===== src/rtl/arb_pkg.sv =====
// Shared types and constants for the round-robin arbiter requester agents.
package arb_pkg;

    // Requester FSM states.
    typedef enum logic [1:0] {
        IDLE = 2'd0,
        REQ  = 2'd1,
        GAP  = 2'd2
    } arb_state_t;

    // One-hot grant vectors for the 3-way arbiter, used by system-level tests.
    localparam logic [2:0] GNT0 = 3'b001;
    localparam logic [2:0] GNT1 = 3'b010;
    localparam logic [2:0] GNT2 = 3'b100;

endpackage


===== src/rtl/req_fifo.sv =====
// Synchronous DEPTH x WIDTH job FIFO; pointers wrap modulo DEPTH (power of 2).
module req_fifo
    import arb_pkg::*;
#(
    parameter int unsigned WIDTH = 12,
    parameter int unsigned DEPTH = 4
) (
    input  logic                     clk,
    input  logic                     rst_n,
    input  logic                     push,
    input  logic                     pop,
    input  logic [WIDTH-1:0]         wdata,
    output logic [WIDTH-1:0]         rdata,
    output logic                     full,
    output logic                     empty,
    output logic [$clog2(DEPTH):0]   count
);

    localparam int unsigned PW = $clog2(DEPTH);

    logic [PW-1:0]    wr_ptr;
    logic [PW-1:0]    rd_ptr;
    logic [WIDTH-1:0] mem [DEPTH];
    logic             do_push;
    logic             do_pop;

    assign full    = (count == (PW + 1)'(DEPTH));
    assign empty   = (count == '0);
    assign do_push = push && !full;
    assign do_pop  = pop && !empty;
    assign rdata   = mem[rd_ptr];

    // Pointer and occupancy bookkeeping with synchronous reset.
    always_ff @(posedge clk) begin
        if (!rst_n) begin
            wr_ptr <= '0;
            rd_ptr <= '0;
            count  <= '0;
        end else begin
            if (do_push) wr_ptr <= wr_ptr + PW'(1);
            if (do_pop)  rd_ptr <= rd_ptr + PW'(1);
            case ({do_push, do_pop})
                2'b10:   count <= count + (PW + 1)'(1);
                2'b01:   count <= count - (PW + 1)'(1);
                default: count <= count;
            endcase
        end
    end

    // Storage array; contents are don't-care until written.
    always_ff @(posedge clk) begin
        if (do_push) mem[wr_ptr] <= wdata;
    end

endmodule


===== src/rtl/arb_requester.sv =====
// Requester-side agent: queues burst jobs and drives one arbiter request line.
module arb_requester
    import arb_pkg::*;
#(
    parameter int unsigned AW      = 8,
    parameter int unsigned LENW    = 4,
    parameter int unsigned DEPTH   = 4,
    parameter int unsigned TIMEOUT = 16
) (
    input  logic                   clk,
    input  logic                   rst_n,
    input  logic                   job_valid,
    output logic                   job_ready,
    input  logic [AW-1:0]          job_addr,
    input  logic [LENW-1:0]        job_len,
    output logic                   request,
    input  logic                   grant,
    output logic                   bus_beat,
    output logic [AW-1:0]          bus_addr,
    output logic                   bus_last,
    output logic                   done,
    output logic                   abort,
    output logic                   timeout_err,
    input  logic                   err_clr,
    output logic [$clog2(DEPTH):0] pending
);

    localparam int unsigned WCW = $clog2(TIMEOUT);

    arb_state_t        state, state_n;
    logic [AW-1:0]     base, base_n;
    logic [LENW-1:0]   len, len_n;
    logic [LENW-1:0]   beat_cnt, beat_n;
    logic [WCW-1:0]    wait_cnt, wait_n;
    logic              done_n, abort_n, err_n;
    logic              push, pop;
    logic              full, empty;
    logic [AW+LENW-1:0] head;

    assign job_ready = !full && rst_n;
    assign push      = job_valid && job_ready;

    req_fifo #(
        .WIDTH (AW + LENW),
        .DEPTH (DEPTH)
    ) u_fifo (
        .clk   (clk),
        .rst_n (rst_n),
        .push  (push),
        .pop   (pop),
        .wdata ({job_addr, job_len}),
        .rdata (head),
        .full  (full),
        .empty (empty),
        .count (pending)
    );

    assign request  = (state == REQ);
    assign bus_beat = request && grant;
    assign bus_addr = base + AW'(beat_cnt);
    assign bus_last = request && (beat_cnt == len);

    // State, active-job and status registers.
    always_ff @(posedge clk) begin
        if (!rst_n) begin
            state       <= IDLE;
            base        <= '0;
            len         <= '0;
            beat_cnt    <= '0;
            wait_cnt    <= '0;
            done        <= 1'b0;
            abort       <= 1'b0;
            timeout_err <= 1'b0;
        end else begin
            state       <= state_n;
            base        <= base_n;
            len         <= len_n;
            beat_cnt    <= beat_n;
            wait_cnt    <= wait_n;
            done        <= done_n;
            abort       <= abort_n;
            timeout_err <= err_n;
        end
    end

    // Next-state, queue pop, counters and error flag.
    always_comb begin
        state_n = state;
        base_n  = base;
        len_n   = len;
        beat_n  = beat_cnt;
        wait_n  = wait_cnt;
        done_n  = 1'b0;
        abort_n = 1'b0;
        pop     = 1'b0;
        err_n   = timeout_err;
        if (err_clr) err_n = 1'b0;

        case (state)
            IDLE, GAP: begin
                if (!empty) begin
                    pop     = 1'b1;
                    base_n  = head[AW+LENW-1:LENW];
                    len_n   = head[LENW-1:0];
                    beat_n  = '0;
                    wait_n  = '0;
                    state_n = REQ;
                end else begin
                    state_n = IDLE;
                end
            end
            REQ: begin
                if (grant) begin
                    beat_n = beat_cnt + LENW'(1);
                    wait_n = '0;
                    if (beat_cnt == len) begin
                        state_n = GAP;
                        done_n  = 1'b1;
                    end
                end else if (wait_cnt == WCW'(TIMEOUT - 1)) begin
                    // Abort sets the sticky flag after err_clr so a same-cycle set wins.
                    state_n = GAP;
                    abort_n = 1'b1;
                    err_n   = 1'b1;
                    wait_n  = '0;
                end else begin
                    wait_n = wait_cnt + WCW'(1);
                end
            end
            default: state_n = IDLE;
        endcase
    end

endmodule


===== config.mk =====
export PLATFORM = sky130hd
export DESIGN_NAME = arb_requester
export DESIGN_NICKNAME = d
export VERILOG_FILES = /design/src/rtl/arb_pkg.sv /design/src/rtl/req_fifo.sv /design/src/rtl/arb_requester.sv
export SDC_FILE = /design/constraint.sdc
export NUM_CORES = 1
export LEC_CHECK = 0
export BUFFER_PORTS_ARGS = -buffer_cell sky130_fd_sc_hd__buf_2
export CAP_MARGIN = 20
export CELL_PAD_IN_SITES_DETAIL_PLACEMENT = 1
export CELL_PAD_IN_SITES_GLOBAL_PLACEMENT = 2
export CORE_MARGIN = 10
export CORE_UTILIZATION = 44
export DETAILED_ROUTE_END_ITERATION = 10
export HOLD_SLACK_MARGIN = 0.08
export MAX_ROUTING_LAYER = met4
export PLACE_DENSITY = 0.82
export SYNTH_ARGS = -nofsm -noshare
export SYNTH_HDL_FRONTEND = slang
export SYNTH_SLANG_ARGS = --single-unit

===== constraint.sdc =====
create_clock -name clk -period 4 [get_ports clk]
set_input_delay 0.4 -clock clk [delete_from_list [all_inputs] [get_ports clk]]
set_output_delay 0.4 -clock clk [all_outputs]
set_load 0.01 [all_outputs]

==> After elaboration in Yosys (flattened, before gate mapping) <==
Memories as Yosys holds them, arrays and structs flattened. A register that Yosys moved wholly into a read port is not among the register bits.
Cells that the tools add are included.
{ "word_totals": {"reg_bits": 20, "mem_bits_rw": 48, "inputBits": 17, "out_inout_bits": 18, "n_memories": 1} }
{ "classes": {"n_addsub": 7, "eq_ne": 11, "muxes": 22, "bitwise": 3, "reduce_logical": 20} }
{ "memory_table": {"columns": ["memory", "depth", "width", "read_ports", "rd_ports_with_merged_regs", "write_ports", "line", "rtl"], "rows": [
  ["u_fifo.mem", 4, 12, 1, 1, 1, "req_fifo.sv:23", "logic [WIDTH-1:0] mem [DEPTH];"]
]} }
{ "op_table": {"columns": ["cell", "n"], "rows": [
  ["$mux W4", 4],
  ["$pmux W4 S2", 2],
  ["$mux W1", 11],
  ["$add A4 B1 Y4 const B", 2],
  ["$add A8 B4 Y8", 1],
  ["$logic_and A1 B1 Y1", 6],
  ["$mux W2", 3],
  ["$pmux W3 S2", 1],
  ["$reduce_and A2 Y1", 3],
  ["$reduce_and A3 Y1", 2],
  ["$add A2 B1 Y2 const B", 2],
  ["$eq A2 B1 Y1 const B", 2],
  ["$eq A2 B2 Y1 const B", 2],
  ["$eq A4 B4 Y1", 1],
  ["$eq A4 B4 Y1 const B", 1],
  ["$pmux W2 S2", 1],
  ["$reduce_bool A2 Y1", 2],
  ["$add A3 B1 Y3 const B", 1],
  ["$eq A3 B3 Y1 const B", 1],
  ["$logic_not A1 Y1", 3],
  ["$logic_not A3 Y1", 1],
  ["$ne A3 B1 Y1 const B", 1],
  ["$ne A3 B2 Y1 const B", 1],
  ["$not A1 Y1", 3],
  ["6 further kinds", 6]
]} }

==> Longest topological paths before layout <==
{ "depth": {"ltp_word": 7, "mapped_depth": 10, "ltp_nobuf": 8} }

==> By module <==
Synthesis repeated with hierarchy kept, for this count alone.
{ "unflattened": {"cells_unflattened": 270, "area_unflattened_um2": 3522.1} }
{ "by_module_without_submodules": {"columns": ["module", "n_inst", "cells_each", "area_per_inst_um2", "seq_area_each_um2"], "rows": [
  ["req_fifo", 1, 116, 2222.1, 1621.6],
  ["arb_requester", 1, 154, 1300.0, 500.5]
]} }

==> Worst setup path before layout <==
OpenSTA, ideal clock, no wires.
{ "synth_path": {"kind": "register -> register", "from": "reg u_fifo.count[0]", "to": "reg u_fifo.count[2]", "setup_time_ps": 76, "arrival_time_ps": 2212, "setup_slack_ps": 1713, "stages_incl_launch_ff": 11, "path_buffers": 2, "period_less_slack_ps": 2287, "cell_sequence": "dfxtp_1 -> nor3_2 -> or2_1 -> buf_6 -> inv_6 -> buf_2 -> ha_1 -> fa_1 -> xnor2_1 -> or3_1 -> a21boi_0"} }
{ "synth_via": {"elab_cells_between_ends": 16} }
{ "synth_lines": {"columns": ["item", "line", "rtl"], "rows": [
  ["start, declared", "req_fifo.sv:16", "output logic [$clog2(DEPTH):0] count"],
  ["start signal, assigned", "req_fifo.sv:43", "2'b10: count <= count + (PW + 1)'(1);"],
  ["start signal, assigned", "req_fifo.sv:44", "2'b01: count <= count - (PW + 1)'(1);"],
  ["start signal, assigned", "req_fifo.sv:45", "default: count <= count;"],
  ["$logic_not A3 Y1 *", "req_fifo.sv:28", "assign empty = (count == '0);"],
  ["$mux W1 *", "arb_requester.sv:101", "if (!empty) begin"],
  ["$mux W1 *", "arb_requester.sv:99", "case (state)"],
  ["named net pop", "arb_requester.sv:36", "logic push, pop;"],
  ["$logic_and A1 B1 Y1 *", "req_fifo.sv:30", "assign do_pop = pop && !empty;"],
  ["$eq A2 B1 Y1 / $eq A2 B2 Y1 (equally long branches)", "req_fifo.sv:42", "case ({do_push, do_pop})"],
  ["$pmux W3 S2 / $reduce_bool A2 Y1 (equally long branches)", null, null]
]} }
Mark *: on every way through the listed nets, which the timed path passes. The rest lies on a longest branch.
A chain may end at the register's enable or synchronous reset.

==> Final worst setup path <==
{ "layout_path": {"from": "reg beat_cnt[0]", "to": "out bus_addr[6]"} }
{ "layout_via": {"elab_chain_len": 1} }
{ "layout_lines": {"columns": ["item", "line", "rtl"], "rows": [
  ["start, declared", "arb_requester.sv:33", "logic [LENW-1:0] beat_cnt, beat_n;"],
  ["start signal, assigned", "arb_requester.sv:78", "beat_cnt <= beat_n;"],
  ["$add A8 B4 Y8", "arb_requester.sv:60", "assign bus_addr = base + AW'(beat_cnt);"],
  ["end, declared", "arb_requester.sv:19", "output logic [AW-1:0] bus_addr,"]
]} }
No other way between the ends.

==> reports/metrics.yaml <==
status: "finished clean"
antenna_found_initial: 0
synthSimpleGateAreaFrac_pct: 10.1
wl_per_cell_um: 16.1
via_count: 1969
drt_wl_total_um: 6230
place_ws_ps: 1320
seq_area_um2: 2080
ys_types: 46
cp_slowest_cell: "dfxtp_1"
r2r_end: "u_fifo.count[2]$_SDFFE_PN0P_"
io_pins: 35
post_cts_resized: 0
grtUsageMet2_pct: 16.7
syn_nets: 275
synthAdderAreaFrac_pct: 5.20
grtUsageMet1_pct: 14.7
crit_path_start: "beat_cnt[0]$_SDFFE_PN0P_"
synth-edff-count: 48
total_power_mw: 2.30
cts_setup_buffers: 0
cp-endpoint: "bus_addr[6]"
core.rowCount: 32
yosys_register_bits: 80
multi_input_area_um2: 1220
hold_start: "job_addr[3]"
skew_ps: 7.63
initial_core_util_pct: 44.7
syn_inst: 245
grt_use_met3_pct: 3.57
drc: 0
fin_ws_ps: 1430
setup_violations: 0
layout_commonest_cell: "edfxtp_1"
max_freq_mhz: 389
cp-start-kind: "flip-flop"
setup_tns_ps: 0
crit_required_ps: 3600
clk_pin_slew_ps: 80
grt_max_degree: 38
powerDensity_nw_per_um2: 598
die-width_um: 108
seq_area_frac_synth_pct: 60.9
synth_area_per_cell_um2: 14.0
grt_pass1_wl_um: 10300
filler_cell_count: 796
cp.arrival_ps: 2170
max-cap-violations: 0
area_growth_pct: 12.7
synthMuxAreaShare_pct: 8.49
via_per_inst: 5.10
p_leak_nw: 1.43
layout_common_cells: "edfxtp_1, buf_2, dfxtp_1"
cts_tree: "yes"
synthFlopType: "edfxtp_1"
cpPeakStageDelay_ps: 470
slew_viol_final: 0
finalNetCount: 309
p_comb_share_pct: 25.0
whs_ps: 266
final_hold_viol_count: 0
intPower_mw: 1.57
antenna_cells: 0
peakVddDrop_v: 0.000328
rrSetupSlack_ps: 1560
synth_compound_area_share_pct: 8.12
fp.coreArea_um2: 7650
hold_class: "input port to flip-flop"
synth_top_family_by_area: "simple AND/OR/NAND/NOR gates"
cts_buffer_depth: 2
post-route-util_pct: 50.4
synth_top_area_share_pct: 42.2
cts_hold_buf: 0
period_minus_slack_ps: 2570
syn-cell-area_um2: 3420
cts_sinks: 80
async_flop_share_pct: 0
rsz0062_at_grt: "false"
root_buffer: "clkbuf_8"
crit_fanout: 6
ant_nets: 0
max_slew_margin_pct: 39.1
drt-initial-drc-count: 55
reg2reg_from: "u_fifo.count[0]$_SDFFE_PN0P_"
end_kind: "primary output"
grt_pass1_vias: 2011
r2r_cells: 8
p_seq_share_pct: 49.0
htree_num_levels: 3
cts_buffers: 9
place_hpwl_um: 4410
clockPowerShare_pct: 26.0
post-route-period-util_pct: 64.3
critical_path_class: "flip-flop to primary output"
swShare_pct: 31.9
synth_area_leaders: "edfxtp_1, dfxtp_1, mux4_2"
portBuffers: 34
die_area_um2: 11700
worst_pin_slew_ps: 912
drive_above_1_share_pct: 22.9
synth_xor_area_share_pct: 3.84
die_h_um: 108
overflow: 0
crit_chain: "ha_1 > inv_1 > fa_1 > nor2b_1 > o21a_1 > o211ai_1 > xnor2_1 > buf_2"
drtPass1Iterations: 4
track_usage_pct: 11.5
top_usage_layer: "met2"
clk_latency_ps: 350
gp_congestion: 0.717
power.switching_uw: 734
ys_warn_count: 0
yosysTopAreaCell: "edfxtp_1"
==> synthesized netlist by cell type (3+ instances only) <==
cell,number
mux4_2,12
o21ai_0,5
and2_1,10
nor2b_1,3
and3_1,3
a21boi_0,3
edfxtp_1,48
dfxtp_1,32
nand2_1,24
xor2_1,5
inv_1,11
ha_1,11
nand3b_1,4
o2bb2ai_1,12
nand3_1,4
nor3b_1,3
clkbuf_1,5
xnor2_1,10
==> state kept, by name (all words and copies together), names as in the netlist <==
| signal | cells |
|---|---|
| u_fifo.mem | 48 |
| base | 8 |
| beat_cnt | 4 |
| len | 4 |
| wait_cnt | 4 |
| u_fifo.count | 3 |
| state | 2 |
| u_fifo.rd_ptr | 2 |
| u_fifo.wr_ptr | 2 |
| abort | 1 |
| done | 1 |
| timeout_err | 1 |
==> cell type report <==
class / instances / area share (%)
Sequential cell: 80 / 54.0
Multi-Input combinational cell: 142 / 31.7
Timing Repair Buffer: 34 / 4.41
Tap cell: 102 / 3.31
Clock buffer: 9 / 3.21
Clock inverter: 7 / 2.08
Inverter: 12 / 1.30
==> power by group through the flow <==
stage | registers [mW] | clock network [mW] | logic (mW)
detailed placement | 1.15 | 0 | 0.590
global placement | 1.15 | 0 | 0.584
floorplan | 1.09 | 0 | 0.481
CTS | 1.13 | 0.621 | 0.593
global route | 1.16 | 0.655 | 0.651
finish | 1.13 | 0.599 | 0.576
==> routing by layer <==
| layer | part of all wire (%) | wire length [um] | up-vias |
|---|---|---|---|
| met5 | 0 | 0 | - |
| met2 | 46 | 2850 | 35 |
| met1 | 48 | 2970 | 953 |
| met3 | 4.8 | 302 | 10 |
| met4 | 1.7 | 104 | 0 |
| li1 | - | - | 971 |
==> through the flow <==
step	instances	cell area, um2
finish	386	3850
global route	386	3850
CTS	386	3850
detailed placement	370	3650
global placement	370	3650
floorplan	245	3420
==> worst min-delay path by stage <==
stage | cells after the start | endpoint
floorplan | 2 | base[0]$_SDFFE_PN0P_
global placement | 2 | base[3]$_SDFFE_PN0P_
detailed placement | 2 | base[3]$_SDFFE_PN0P_
CTS | 1 | u_fifo.mem[1][2]$_DFFE_PP_
global route | 1 | u_fifo.mem[0][10]$_DFFE_PP_
finish | 1 | u_fifo.mem[0][7]$_DFFE_PP_
==> critical path, delay by kind of cell (launching register included) <==
family                     cells  cell delay (ps)
AOI/OAI and AO/OA              2              230
xor gates and xnor gates       1              160
adders and majority gates      2              620
buffers and inverters          2              220
DFF                            1              470
and+or+nand+nor                1              130
==> cells by family (layout without fill, tap and decap cells) <==
logic type / after synthesis / count (layout)
AO/OA/AOI/OAI: 36 / 36
XOR/XNOR: 15 / 15
adder cells (fa/ha/maj): 13 / 13
buffers and inverters: 23 / 62
flip-flops: 80 / 80
multiplexers: 14 / 14
AND/OR/NAND/NOR: 64 / 64
No activity file was read; power rests on OpenSTA's default activity.
